<file path="config.mk">
export PLATFORM = sky130hd
export DESIGN_NAME = event_trig_gen
export DESIGN_NICKNAME = d
export VERILOG_FILES = /design/src/rtl/evt_pkg.sv /design/src/rtl/evt_timer.sv /design/src/rtl/event_trig_gen.sv
export SDC_FILE = /design/constraint.sdc
export NUM_CORES = 1
export LEC_CHECK = 0
export ABC_AREA = 1
export BUFFER_PORTS_ARGS = -buffer_cell sky130_fd_sc_hd__buf_2
export CORE_ASPECT_RATIO = 0.75
export CORE_MARGIN = 2
export CORE_UTILIZATION = 47
export CTS_CLUSTER_DIAMETER = 30
export CTS_CLUSTER_SIZE = 20
export DETAILED_ROUTE_END_ITERATION = 8
export GPL_ROUTABILITY_DRIVEN = 0
export PLACE_DENSITY = 0.68
export REMOVE_ABC_BUFFERS = 1
export SLEW_MARGIN = 20
export SYNTH_ARGS = -nofsm -noshare
export SYNTH_HDL_FRONTEND = slang
export SYNTH_SLANG_ARGS = --single-unit
</file>
<file path="constraint.sdc">
create_clock -name clk -period 2 [get_ports clk]
set_clock_uncertainty 0.1 [all_clocks]
set_input_delay 0.4 -clock clk [delete_from_list [all_inputs] [get_ports clk]]
set_output_delay 0.4 -clock clk [all_outputs]
set_load 0.01 [all_outputs]
</file>
<file path="src/rtl/evt_pkg.sv">
// Shared definitions for the event trigger generator: state encoding and default field width.
package evt_pkg;

    localparam int DEF_CNT_W = 8;

    typedef logic [1:0] evt_state_t;

    localparam evt_state_t ST_IDLE = 2'd0;
    localparam evt_state_t ST_WAIT = 2'd1;
    localparam evt_state_t ST_HOLD = 2'd2;
    localparam evt_state_t ST_DONE = 2'd3;

endpackage

</file>
<file path="src/rtl/evt_timer.sv">
// Reloadable down-counter: load has priority, decrement stops at zero so the value never wraps.
module evt_timer #(
    parameter int W = 8
) (
    input  logic         clk,
    input  logic         rst_n,
    input  logic         load,
    input  logic [W-1:0] load_val,
    input  logic         dec,
    output logic         zero
);

    logic [W-1:0] value;

    always_ff @(posedge clk or negedge rst_n) begin
        if (!rst_n) begin
            value <= '0;
        end else if (load) begin
            value <= load_val;
        end else if (dec && (value != '0)) begin
            value <= value - W'(1);
        end
    end

    assign zero = (value == '0);

endmodule

</file>
<file path="src/rtl/event_trig_gen.sv">
// Periodic burst trigger generator with busy back-pressure and abort.
// Optional stall counter enabled by defining EVENT_TRIG_GEN_STALL_CNT_EN.
module event_trig_gen
    import evt_pkg::*;
#(
    parameter int CNT_W = DEF_CNT_W
) (
    input  logic             clk,
    input  logic             rst_n,
    input  logic             req_valid,
    output logic             req_ready,
    input  logic [CNT_W-1:0] req_period,
    input  logic [CNT_W-1:0] req_count,
    input  logic             abort,
    input  logic             busy,
    output logic             trig,
    output logic             done,
    output logic [CNT_W-1:0] stall_cnt
);

    evt_state_t       state;
    evt_state_t       state_nxt;
    logic [CNT_W-1:0] period_m1;
    logic [CNT_W-1:0] req_period_m1;
    logic [CNT_W-1:0] count_rem;
    logic             timer_zero;
    logic             accept;
    logic             due;
    logic             fire;
    logic             last_fire;
    logic             enter_hold;

    // A zero period behaves like a period of one, so the reload value saturates at 0.
    assign req_period_m1 = (req_period == '0) ? '0 : req_period - CNT_W'(1);

    assign req_ready  = (state == ST_IDLE);
    assign done       = (state == ST_DONE);
    assign accept     = req_valid && req_ready;
    assign due        = ((state == ST_WAIT) && timer_zero) || (state == ST_HOLD);
    assign fire       = due && !busy && !abort;
    assign last_fire  = fire && (count_rem == CNT_W'(1));
    assign enter_hold = (state == ST_WAIT) && timer_zero && busy && !abort;
    assign trig       = fire;

    evt_timer #(
        .W(CNT_W)
    ) u_timer (
        .clk      (clk),
        .rst_n    (rst_n),
        .load     (accept || fire),
        .load_val (accept ? req_period_m1 : period_m1),
        .dec      (state == ST_WAIT),
        .zero     (timer_zero)
    );

    always_comb begin
        state_nxt = state;
        case (state)
            ST_IDLE: begin
                if (accept) begin
                    state_nxt = (req_count == '0) ? ST_DONE : ST_WAIT;
                end
            end
            ST_WAIT, ST_HOLD: begin
                if (abort) begin
                    state_nxt = ST_IDLE;
                end else if (enter_hold) begin
                    state_nxt = ST_HOLD;
                end else if (fire) begin
                    state_nxt = last_fire ? ST_DONE : ST_WAIT;
                end
            end
            default: state_nxt = ST_IDLE;
        endcase
    end

    always_ff @(posedge clk or negedge rst_n) begin
        if (!rst_n) begin
            state     <= ST_IDLE;
            period_m1 <= '0;
            count_rem <= '0;
        end else begin
            state <= state_nxt;
            if (accept) begin
                period_m1 <= req_period_m1;
                count_rem <= req_count;
            end else if (fire) begin
                count_rem <= count_rem - CNT_W'(1);
            end
        end
    end

`ifdef EVENT_TRIG_GEN_STALL_CNT_EN
    // Counts deferrals, not HOLD cycles; sticks at all-ones until reset.
    always_ff @(posedge clk or negedge rst_n) begin
        if (!rst_n) begin
            stall_cnt <= '0;
        end else if (enter_hold && (stall_cnt != '1)) begin
            stall_cnt <= stall_cnt + CNT_W'(1);
        end
    end
`else
    assign stall_cnt = '0;
`endif

endmodule

</file>
==> results of run 1 <==
-- state kept, by name, summed over array words and instances (netlist names) --
signal and count:
u_timer.value 8, state 2, count_rem 8, period_m1 8
-- area by class of cell --
cell class / count / area (sq um) / share of cell area, %
Clock buffer: 3 / 41.29 / 1.798
Inverter: 43 / 161.4 / 7.030
Multi-Input combinational cell: 198 / 1119 / 48.72
Sequential cell: 26 / 651.9 / 28.39
Tap cell: 55 / 68.82 / 2.997
Timing Repair Buffer: 40 / 249.0 / 10.84
Timing Repair inverter: 1 / 5.005 / 0.2180
-- kinds of logic after synthesis --
group	Yosys count	synth area share, %
AND/OR/NAND/NOR	139	33.48
buffers and inverters	57	13.55
AO/OA/AOI/OAI	33	9.777
flip-flops	26	33.23
XOR/XNOR	9	4.026
adder cells (fa/ha/maj)	9	5.751
other	1	0.1915
-- synthesized netlist by cell type, drive strengths merged --
master | instances | area [sq um]
dfrtp | 26 | 650.6
nor4 | 1 | 6.260
nand2 | 77 | 316.6
a21oi | 4 | 23.77
a31oi | 1 | 6.260
or2 | 1 | 6.260
ha | 9 | 112.6
conb | 1 | 3.750
clkinv | 1 | 3.750
xor2 | 7 | 61.31
clkbuf | 2 | 7.510
nand4 | 8 | 50.05
nor2 | 25 | 103.9
nand3 | 22 | 140.1
buf | 12 | 96.34
inv | 42 | 157.6
o211ai | 1 | 7.510
nor3 | 4 | 25.02
xnor2 | 2 | 17.52
o21ai | 27 | 153.9
nand3b | 1 | 7.510
-- worst paths after layout --
kind | from | to | slack, ns | cells past startpoint
setup / recovery | u_timer.value[2] | trig | 0.008 | 8
hold / removal | rst_n | u_timer.value[0] | 0.02 | 1
setup reg to reg | u_timer.value[1] | u_timer.value[0] | 0.09 | 12
min in group clk | req_period[0] | period_m1[0] | 0.29 | 2
hold reg to reg | period_m1[0] | period_m1[0] | 0.42 | 2
max in group asynchronous | rst_n | u_timer.value[4] | 1.36 | 1
-- where the power goes --
| part | internal, uW | leakage [uW] | switching [uW] |
|---|---|---|---|
| clock network | 135 | 0.0000216 | 152 |
| logic | 751 | 0.000884 | 1110 |
| registers | 769 | 0.000324 | 167 |
| total | 1660 | 0.00123 | 1430 |
-- per-stage QoR --
stage               instances  power [uW]  hold slack [ns]  util [%]  setup slack, ns
detailed placement        350        2497           0.3385     52.17         -0.05226
floorplan                 267        2116         0.004409         -          -0.2132
global placement          350        2487           0.3394     52.17          0.02346
CTS                       359        2909          0.04098     54.75         -0.02755
global route              366        3407          0.06699     56.99         -0.09447
finish                    366        3087          0.02443     56.99         0.008231
-- worst register-to-register path: cells and delay by family (launching register included) --
| kind | cells | cell delay [ns] |
|---|---|---|
| AND/OR/NAND/NOR | 5 | 0.45 |
| buffers and inverters | 5 | 0.57 |
| adder cells (fa/ha/maj) | 1 | 0.14 |
| flip-flops | 1 | 0.39 |
| AO/OA/AOI/OAI | 1 | 0.15 |
-- metal layers --
layer  part of all wire (%)  global-route usage, %  up-vias
met5                      0                      0        -
met4                   0.74                  4.511        0
met3                    5.9                  4.230        4
met2                     43                  29.79       52
met1                     51                  28.46      788
li1                       -                      -      924
-- what timing repair did --
| action | in CTS | in global routing |
|---|---|---|
| gates resized for setup | 6 | 9 |
| pin swaps | 5 | 5 |
| setup buffers | 6 | 6 |
| setup endpoints to repair | 1 | 14 |
| gates cloned | 0 | 1 |
==> summary.md, run 1 <==
| Metric | Value |
|---|---|
| Run status | `finished, final reports clean` |
| Wire length of the first global-routing pass | `7189 um` |
| Worst Hold Class | `input pin to asynchronous set/reset pin` |
| Placement Rows | `20` |
| CTS H-Tree Depth | `1` |
| Clock latency reported for the late side of the worst-skew pair | `0.27 ns` |
| Area of the core | `4029 sq um` |
| Effective utilization at floorplan | `48.60%` |
| Commonest non-fill, non-tap cell in the layout | `sky130_fd_sc_hd__nand2_1` |
| Number of library cell types mapped by synthesis | `33` |
| Via count of the first global-routing pass | `1618` |
| Antenna violation net count after detailed routing | `0` |
| Final count of hold timing violations | `0` |
| # Max-Cap Violations | `0` |
| Global router's overall resource usage | `19.51%` |
| Netlist Area Pre-Place | `1958 sq um` |
| Height of the die | `59.90 um` |
| Final WL | `4339 um` |
| Number of antenna violations at the first check in global routing | `0` |
| Power per Cell Area | `1345 nW/um^2` |
| Critical Path Slowest Stage Cell | `sky130_fd_sc_hd__dfrtp_1` |
| Vias per cell | `4.831` |
| Area Growth Syn to Fin | `17.25%` |
| Crit path cell chain | `inv_1 -> nand2_1 -> nor2_4 -> nand3_2 -> a21oi_2 -> nand2_2 -> inv_2 -> buf_6` |
| Clock root buffer master | `sky130_fd_sc_hd__clkbuf_8` |
| Cts hold-fix bufs | `0` |
| Syn Area/Cell | `7.146 sq um` |
| Clock edge transition at the registers on the reported setup and hold paths | `0.09 ns` |
| Nets | `343` |
| Max-slew violations | `0` |
| Ys Warns | `0` |
| Sequential element share of the synthesized area | `33.23%` |
| FMAX | `0.5021 GHz` |
| Dominant delay contributor by cell family on the critical path | `flip-flops` |
| Die footprint | `4704 sq um` |
| Port bufs | `23` |
| Delay of the slowest cell on the worst path | `0.43 ns` |
| Detailed-placement wirelength estimate | `3065 um` |
| Clock tree from TritonCTS | `yes` |
| Total number of clock tree sinks | `26` |
| Routed wire per std cell | `11.86 um` |
| Drt pass-1 iters | `4` |
| DRC viols | `0` |
| Critical Path AT | `1.49 ns` |
| Post-route cell area | `2296 sq um` |
| Slew Limit Headroom | `61.06%` |
| I/O pin total | `32` |
| Width of the die | `78.53 um` |
| Commonest non-fill, non-tap cells in the layout | `sky130_fd_sc_hd__nand2_1 (67), sky130_fd_sc_hd__inv_1 (36), sky130_fd_sc_hd__dfrtp_1 (25)` |
| Cells after synthesis | `274` |
| Final Cycle Share | `99.59%` |
| Endpoint kind of the worst setup timing path | `primary output` |
| Measured slew at the worst slew-check pin | `0.5841 ns` |
| Clock buffer count from CTS | `3` |
| Peak ir drop on the vdd network | `0.6283 mV` |
| Pin count of the biggest net entering global routing | `27` |
| Via count | `1768` |
| Crit path launch type | `register` |
| Final setup violation count | `0` |
| Crit Path Category | `register to primary output` |
| Initial detailed-routing violation count | `119` |
| Sum of buffers and inverters on the critical path | `3` |
| Area of placed instances | `2102 sq um` |
| Required arrival time at the worst endpoint | `1.50 ns` |
| Grt total ovfl | `0` |
| Leakage power figure | `0.001229 uW` |
| Number of antenna diodes | `0` |
| Proportion of layout cells with a drive suffix above 1 | `25.40%` |
| Worst Path Max Fanout | `4` |
| Bufs on Longest Clock Path | `2` |
| Flop and latch count out of synthesis | `26` |
| Final TNS setup | `0 ns` |
| # fillers | `402` |
| Clock period minus worst slack | `1.992 ns` |
| Unrepaired setup endpoints after global routing | `true` |
No activity file was read; power rests on OpenSTA's default activity.
==> inputs of run 2 (changes only) <==
--- a/config.mk
+++ b/config.mk
@@ -14,7 +14,7 @@
 export CTS_CLUSTER_SIZE = 20
 export DETAILED_ROUTE_END_ITERATION = 8
 export GPL_ROUTABILITY_DRIVEN = 0
-export PLACE_DENSITY = 0.68
+export PLACE_DENSITY_LB_ADDON = 0.12
 export REMOVE_ABC_BUFFERS = 1
 export SLEW_MARGIN = 20
 export SYNTH_ARGS = -nofsm -noshare
==> summary.md, run 2 (synthesized netlist as in run 1, its figures left out) <==
| Metric | Value |
|---|---|
| I/O pin total | `32 (unchanged)` |
| Wire length of the first global-routing pass | `7120 um (-0.96%)` |
| Routed wire per std cell | `11.81 um (-0.34%)` |
| Origin of the critical flop-to-flop path | `state[1]` |
| Clock period minus worst slack | `1.970 ns (-0.02160 ns)` |
| Clock edge transition at the registers on the reported setup and hold paths | `0.10 ns (about the same)` |
| Via count of the first global-routing pass | `1528 (-5.6%)` |
| Leakage power figure | `0.001224 uW (-0.41%)` |
| Power per Cell Area | `1384 nW/um^2 (+2.9%)` |
| Required arrival time at the worst endpoint | `1.50 ns (about the same)` |
| Vias per cell | `4.865 (+0.70%)` |
| Clock latency reported for the late side of the worst-skew pair | `0.28 ns (about the same)` |
| # fillers | `386 (-4.0%)` |
| Commonest non-fill, non-tap cells in the layout | `sky130_fd_sc_hd__nand2_1 (67), sky130_fd_sc_hd__inv_1 (35), sky130_fd_sc_hd__dfrtp_1 (26)` |
| Clock buffer count from CTS | `3 (unchanged)` |
| Met3 wire length | `186 um (-27%)` |
| Crit path launch type | `register` |
| DRC viols | `0 (unchanged)` |
| Global router's overall resource usage | `19.71% (+0.20 points)` |
| Critical Path AT | `1.47 ns (-0.02 ns)` |
| Die footprint | `4704 sq um (unchanged)` |
| Via count | `1761 (-0.40%)` |
| Effective utilization at floorplan | `48.60% (unchanged)` |
| Area of the core | `4029 sq um (unchanged)` |
| Post-route cell area | `2280 sq um (-0.71%)` |
| Width of the die | `78.53 um (unchanged)` |
| Run status | `finished, final reports clean` |
| Crit Path Category | `register to primary output` |
| Pin count of the biggest net entering global routing | `27 (unchanged)` |
| Sequential cell area | `650.6 sq um (-0.19%)` |
| Clock tree from TritonCTS | `yes` |
| Bufs on Longest Clock Path | `2 (unchanged)` |
| Number of antenna diodes | `0 (unchanged)` |
| Initial detailed-routing violation count | `93 (-22%)` |
| Worst Path Max Fanout | `4 (unchanged)` |
| Multi-input logic area | `1096 sq um (-2.0%)` |
| Met2 wirelength from detailed routing | `1726 um (-6.8%)` |
| Number of antenna violations at the first check in global routing | `0 (unchanged)` |
| Height of the die | `59.90 um (unchanged)` |
| Clock root buffer master | `sky130_fd_sc_hd__clkbuf_8` |
| Proportion of layout cells with a drive suffix above 1 | `24.10% (-1.3 points)` |
| Nets | `338 (-1.5%)` |
| Final Cycle Share | `98.51% (-1.1 points)` |
| Final WL | `4277 um (-1.4%)` |
| Grt total ovfl | `0 (unchanged)` |
| Antenna violation net count after detailed routing | `0 (unchanged)` |
| Endpoint kind of the worst setup timing path | `primary output` |
| Reg2Reg Depth | `10 (-2)` |
| Registers with the highest flip-flop counts | `count_rem (8), period_m1 (8), u_timer.value (8)` |
| Area of placed instances | `2122 sq um (+0.95%)` |
| Drt pass-1 iters | `4 (unchanged)` |
| Slew Limit Headroom | `59.20% (-1.9 points)` |
| CTS H-Tree Depth | `1 (unchanged)` |
| Minimum setup slack among reg-to-reg paths | `0.18 ns (+0.09 ns)` |
| Final setup violation count | `0 (unchanged)` |
| Measured slew at the worst slew-check pin | `0.6120 ns (+0.02791 ns)` |
| Max-slew violations | `0 (unchanged)` |
| Port bufs | `23 (unchanged)` |
| Placement Rows | `20 (unchanged)` |
| Unrepaired setup endpoints after global routing | `true` |
| DP Worst Slack | `0.1164 ns (+0.1687 ns)` |
| FMAX | `0.5076 GHz (+1.1%)` |
| Final count of hold timing violations | `0 (unchanged)` |
| Area Growth Syn to Fin | `16.42%` |
| # Max-Cap Violations | `0 (unchanged)` |
| Final TNS setup | `0 ns (unchanged)` |
| Smallest setup slack after layout | `0.02983 ns (+0.02160 ns)` |
| Peak ir drop on the vdd network | `0.5766 mV (-8.2%)` |
| Wire length the detailed router placed on met1 | `2288 um (+4.0%)` |
| Worst Hold Class | `input pin to asynchronous set/reset pin` |
| Detailed-placement wirelength estimate | `3188 um (+4.0%)` |
| Placed Cells | `351 (+0.29%)` |
| Filler-free cell count of the finished design | `362 (-1.1%)` |
| Total number of clock tree sinks | `26 (unchanged)` |
| Top Metal Used | `met4` |
| Worst flop-to-flop path endpoint | `count_rem[0]` |
| Commonest non-fill, non-tap cell in the layout | `sky130_fd_sc_hd__nand2_1` |
-- run 2: cell types whose count changed in the layout (fill, tap and decap cells not counted), sizes merged --
cell | previous run | this run
clkinvlp | 1 | 0
buf | 40 | 36
bufinv | 0 | 1
-- run 2: how the worst max path moves through the flow --
stage	startpoint	endpoint	slack, ns	cells after the start
3_3_place_gp	req_period[0]	u_timer.value[3]	0.16	12
5_1_grt	u_timer.value[0]	trig	-0.09	9
4_1_cts	u_timer.value[1]	trig	-0.01	9
2_1_floorplan	state[0]	u_timer.value[3]	-0.21	10
3_5_place_dp	req_period[0]	u_timer.value[3]	0.12	12
6_report	state[1]	trig	0.03	7
-- run 2: power breakdown --
part / switching (uW) / total, uW / internal [uW]
sequential: 169 / 935 / 766
combinational: 1070 / 1770 / 699
clock: 185 / 453 / 268
-- run 2: final cells by class --
cell class / count / area share, %
multi-input combinational: 198 / 48.08
sequential: 26 / 28.54
timing repair buffer: 36 / 10.15
inverter: 43 / 7.080
tap: 55 / 3.019
clock buffer: 3 / 1.811
clock inverter: 1 / 1.317
-- run 2: metrics by stage --
| step | util, % | total power (uW) | hold slack, ns |
|---|---|---|---|
| final | 56.58 | 3155 | 0.01791 |
| after global routing | 56.58 | 3465 | 0.05603 |
| after CTS | 55.96 | 3089 | 0.03681 |
| after detailed placement | 52.67 | 2530 | 0.3521 |
| after global placement | 52.67 | 2527 | 0.3509 |
| after floorplan | - | 2116 | 0.004409 |
-- run 2: what timing repair did --
item / in CTS / in global routing
pin swaps: 6 / 4
buffers inserted: 5 / 2
hold buffers: 0 / 0
setup endpoints to repair: 1 / 4
gates resized for setup: 8 / 3
-- run 2: metal layers --
layer | up-vias | global-route usage [%]
met1 | 793 | 28.99
met4 | 0 | 7.519
met3 | 7 | 3.625
met5 | - | 0
met2 | 46 | 28.82
li1 | 915 | -
-- run 2: worst max-delay path: stages, from the launching register on --
cell and delay [ns]:
sky130_fd_sc_hd__dfrtp_1 0.43, sky130_fd_sc_hd__inv_1 0.09, sky130_fd_sc_hd__ha_1 0.21, sky130_fd_sc_hd__nand3_2 0.11
sky130_fd_sc_hd__a21oi_2 0.14, sky130_fd_sc_hd__nand2_2 0.07, sky130_fd_sc_hd__inv_2 0.06, sky130_fd_sc_hd__buf_6 0.09
==> inputs of run 3 (changes only) <==
--- a/config.mk
+++ b/config.mk
@@ -5,7 +5,6 @@
 export SDC_FILE = /design/constraint.sdc
 export NUM_CORES = 1
 export LEC_CHECK = 0
-export ABC_AREA = 1
 export BUFFER_PORTS_ARGS = -buffer_cell sky130_fd_sc_hd__buf_2
 export CORE_ASPECT_RATIO = 0.75
 export CORE_MARGIN = 2
==> summary.md, run 3 <==
| Metric | Value |
|---|---|
| Placed Cells | `301 (-14%)` |
| Top cell type's share of synthesized area | `35.84% (+2.6 points)` |
| Cells after synthesis | `200 (-27%)` |
| # Max-Cap Violations | `0 (unchanged)` |
| Worst Hold Class | `input pin to asynchronous set/reset pin` |
| Leading area contributor after synthesis | `sky130_fd_sc_hd__dfrtp_1` |
| Ys Warns | `0 (unchanged)` |
| Number of antenna diodes | `0 (unchanged)` |
| Register share of total power | `32.8% (+3.2 points)` |
| Clock tree from TritonCTS | `yes` |
| Ranking of synthesized cells by instance count | `sky130_fd_sc_hd__dfrtp_1 (26), sky130_fd_sc_hd__nor2_1 (21), sky130_fd_sc_hd__inv_1 (17)` |
| Measured slew at the worst slew-check pin | `0.5984 ns (-0.01355 ns)` |
| Flop and latch count out of synthesis | `26 (unchanged)` |
| Wire length of the first global-routing pass | `7590 um (+6.6%)` |
| Number of library cell types mapped by synthesis | `51 (+55%)` |
| Gate power share | `52.0% (-4.0 points)` |
| Clock buffer count from CTS | `3 (unchanged)` |
| Die footprint | `4381 sq um (-6.9%)` |
| Via count | `1733 (-1.6%)` |
| Commonest non-fill, non-tap cell in the layout | `sky130_fd_sc_hd__buf_4` |
| Proportion of layout cells with a drive suffix above 1 | `41.38% (+17 points)` |
| Total number of clock tree sinks | `26 (unchanged)` |
| Run status | `finished, violations left` |
| Initial detailed-routing violation count | `93 (unchanged)` |
| Cts hold-fix bufs | `0 (unchanged)` |
| Final WL | `4481 um (+4.8%)` |
| Leakage power figure | `0.001089 uW (-11%)` |
| Ys flop type | `sky130_fd_sc_hd__dfrtp_1` |
| Power per Cell Area | `1209 nW/um^2 (-13%)` |
| FMAX | `0.4828 GHz (-4.9%)` |
| Required arrival time at the worst endpoint | `1.50 ns (about the same)` |
| Unrepaired setup endpoints after global routing | `true` |
| Clock root buffer master | `sky130_fd_sc_hd__clkbuf_8` |
| Multi-input logic area | `1180 sq um (+7.6%)` |
| Final setup violation count | `3 (+3)` |
| Number of antenna violations at the first check in global routing | `0 (unchanged)` |
| Final TNS setup | `-0.1314 ns (-0.1314 ns)` |
| Violations in the final reports | `negative setup slack` |
| Total power | `2977 uW (-5.6%)` |
| Antenna violation net count after detailed routing | `0 (unchanged)` |
| Syn Area/Cell | `9.077 sq um (+27%)` |
| Post-route cell area | `2462 sq um (+8.0%)` |
| Effective utilization at floorplan | `49.27% (+0.67 points)` |
| DRC viols | `0 (unchanged)` |
| Endpoint kind of the worst setup timing path | `primary output` |
| Top area cells in the synthesized netlist | `sky130_fd_sc_hd__dfrtp_1 (36%), sky130_fd_sc_hd__ha_1 (6.2%), sky130_fd_sc_hd__nor2_1 (4.3%)` |
| Routed wire per std cell | `14.32 um (+21%)` |
| Area of the core | `3685 sq um (-8.5%)` |
| Detailed-placement wirelength estimate | `3309 um (+3.8%)` |
| Via count of the first global-routing pass | `1671 (+9.4%)` |
| Final count of hold timing violations | `0 (unchanged)` |
| Switching share of power | `38.14% (-6.9 points)` |
| Final Cycle Share | `103.6% (+5.1 points)` |
| Max-slew violations | `0 (unchanged)` |
| Critical Path AT | `1.57 ns (+0.10 ns)` |
| Height of the die | `57.83 um (-3.5%)` |
| Drt pass-1 iters | `4 (unchanged)` |
| Peak ir drop on the vdd network | `0.5635 mV (-2.3%)` |
| Number of flops mapped to enable cells by yosys | `0 (unchanged)` |
| Clock latency reported for the late side of the worst-skew pair | `0.28 ns (about the same)` |
| Sequential element share of the synthesized area | `35.84% (+2.6 points)` |
| Sequential cell area | `650.6 sq um (unchanged)` |
| Pin count of the biggest net entering global routing | `27 (unchanged)` |
| I/O pin total | `32 (unchanged)` |
| Grt total ovfl | `0 (unchanged)` |
| Crit path launch type | `register` |
| CTS H-Tree Depth | `1 (unchanged)` |
| Clock edge transition at the registers on the reported setup and hold paths | `0.10 ns (about the same)` |
| Global router's overall resource usage | `22.40% (+2.7 points)` |
| Cell-internal power | `1841 uW (+6.2%)` |
| Filler-free cell count of the finished design | `313 (-14%)` |
| Slew Limit Headroom | `60.11% (+0.90 points)` |
| Vias per cell | `5.537 (+14%)` |
| Area of placed instances | `2196 sq um (+3.5%)` |
| Async SR Flop Fraction | `100.0% (unchanged)` |
| Netlist Area Pre-Place | `1815 sq um (-7.3%)` |
| Worst Path Max Fanout | `3 (-1)` |
| Nets | `292 (-14%)` |
| Width of the die | `75.77 um (-3.5%)` |
| Post-Route Utilization | `66.83% (+10 points)` |
| Dominant cell by count in the synthesized netlist | `sky130_fd_sc_hd__dfrtp_1` |
| Crit Path Category | `register to primary output` |
| Clock period minus worst slack | `2.071 ns (+0.1012 ns)` |
| Clock share of power | `15.1% (+0.7 points)` |
| Switching power total | `1135 uW (-20%)` |
| Area Growth Syn to Fin | `35.63%` |
| Smallest setup slack after layout | `-0.07140 ns (-0.1012 ns)` |
| Bufs on Longest Clock Path | `2 (unchanged)` |
| Registers with the highest flip-flop counts | `count_rem (8), period_m1 (8), u_timer.value (8)` |
| Commonest non-fill, non-tap cells in the layout | `sky130_fd_sc_hd__buf_4 (38), sky130_fd_sc_hd__dfrtp_1 (26), sky130_fd_sc_hd__buf_2 (23), sky130_fd_sc_hd__nor2_1 (20), sky130_fd_sc_hd__inv_1 (12)` |
| # fillers | `296 (-23%)` |
| Port bufs | `23 (unchanged)` |
| Placement Rows | `19 (-5.0%)` |
==> run 3: cell types whose count changed after synthesis, sizes merged, moves of 7 or more <==
cell,previous run,this run
a31oi,1,12
inv,42,17
nand2,77,8
nand3,22,3
nand4,8,0
o21ai,27,7
or3,0,7
or4,0,11
==> run 3: logic make-up (layout without fill, tap and decap cells) <==
kind of cell,count (synthesis),in the layout,share of synthesized area [%]
flops,26,26,35.84
simple gates,71,71,23.36
mux,7,7,4.204
xor+xnor,4,4,1.930
buf+inv,30,84,7.857
compound gates,52,52,20.40
fa+ha+maj,9,9,6.203
other cells,1,8,0.2066
==> run 3: critical path: stages, from the launching register on <==
cell	delay, ns
sky130_fd_sc_hd__dfrtp_1	0.39
sky130_fd_sc_hd__inv_2	0.06
sky130_fd_sc_hd__ha_4	0.15
sky130_fd_sc_hd__and4bb_2	0.26
sky130_fd_sc_hd__a21oi_4	0.22
sky130_fd_sc_hd__nor2_2	0.07
sky130_fd_sc_hd__buf_2	0.14
==> run 3: timing repair <==
item | CTS | global route
buffers inserted | 4 | 4
gates resized for setup | 13 | 22
pin swaps | 7 | 10
setup endpoints to repair | 7 | 12
==> run 3: area by class of cell <==
cell class | instances | share of cell area [%]
Timing Repair Buffer | 63 | 17.53
Clock inverter | 1 | 1.220
Tap cell | 52 | 2.642
Multi-Input combinational cell | 151 | 47.92
Inverter | 17 | 2.591
Sequential cell | 26 | 26.42
Clock buffer | 3 | 1.677
==> run 3: path summary, 6_finish.rpt <==
check	start	endpoint	slack, ns	cells past startpoint
min reg2reg	period_m1[5]	period_m1[5]	0.37	2
min	rst_n	period_m1[2]	0.02	1
max reg2reg	u_timer.value[1]	count_rem[3]	-0.03	7
max in group asynchronous	rst_n	u_timer.value[2]	1.39	1
max	state[1]	trig	-0.07	6
min in group clk	req_count[7]	count_rem[7]	0.26	3
==> run 3: layer usage <==
metal	track usage [%]	routed length, um
met1	34.63	2278
met2	32.39	1949
met3	5.217	240
met4	3.759	13
met5	0	0
==> run 3: stage by stage <==
step | hold WS, ns | setup slack [ns]
2_1_floorplan | 0.004409 | -0.01294
3_3_place_gp | 0.3311 | -0.2346
3_5_place_dp | 0.3416 | -0.1809
4_1_cts | 0.03430 | -0.08297
5_1_grt | 0.05221 | -0.1362
6_report | 0.01847 | -0.07140
==> run 3: power groups by stage <==
stage / registers, uW / logic, uW / clock network (uW)
3_3_place_gp: 963 / 1270 / 0
4_1_cts: 958 / 1440 / 454
6_report: 978 / 1550 / 450
2_1_floorplan: 945 / 810 / 0
3_5_place_dp: 966 / 1330 / 0
5_1_grt: 1020 / 1720 / 480
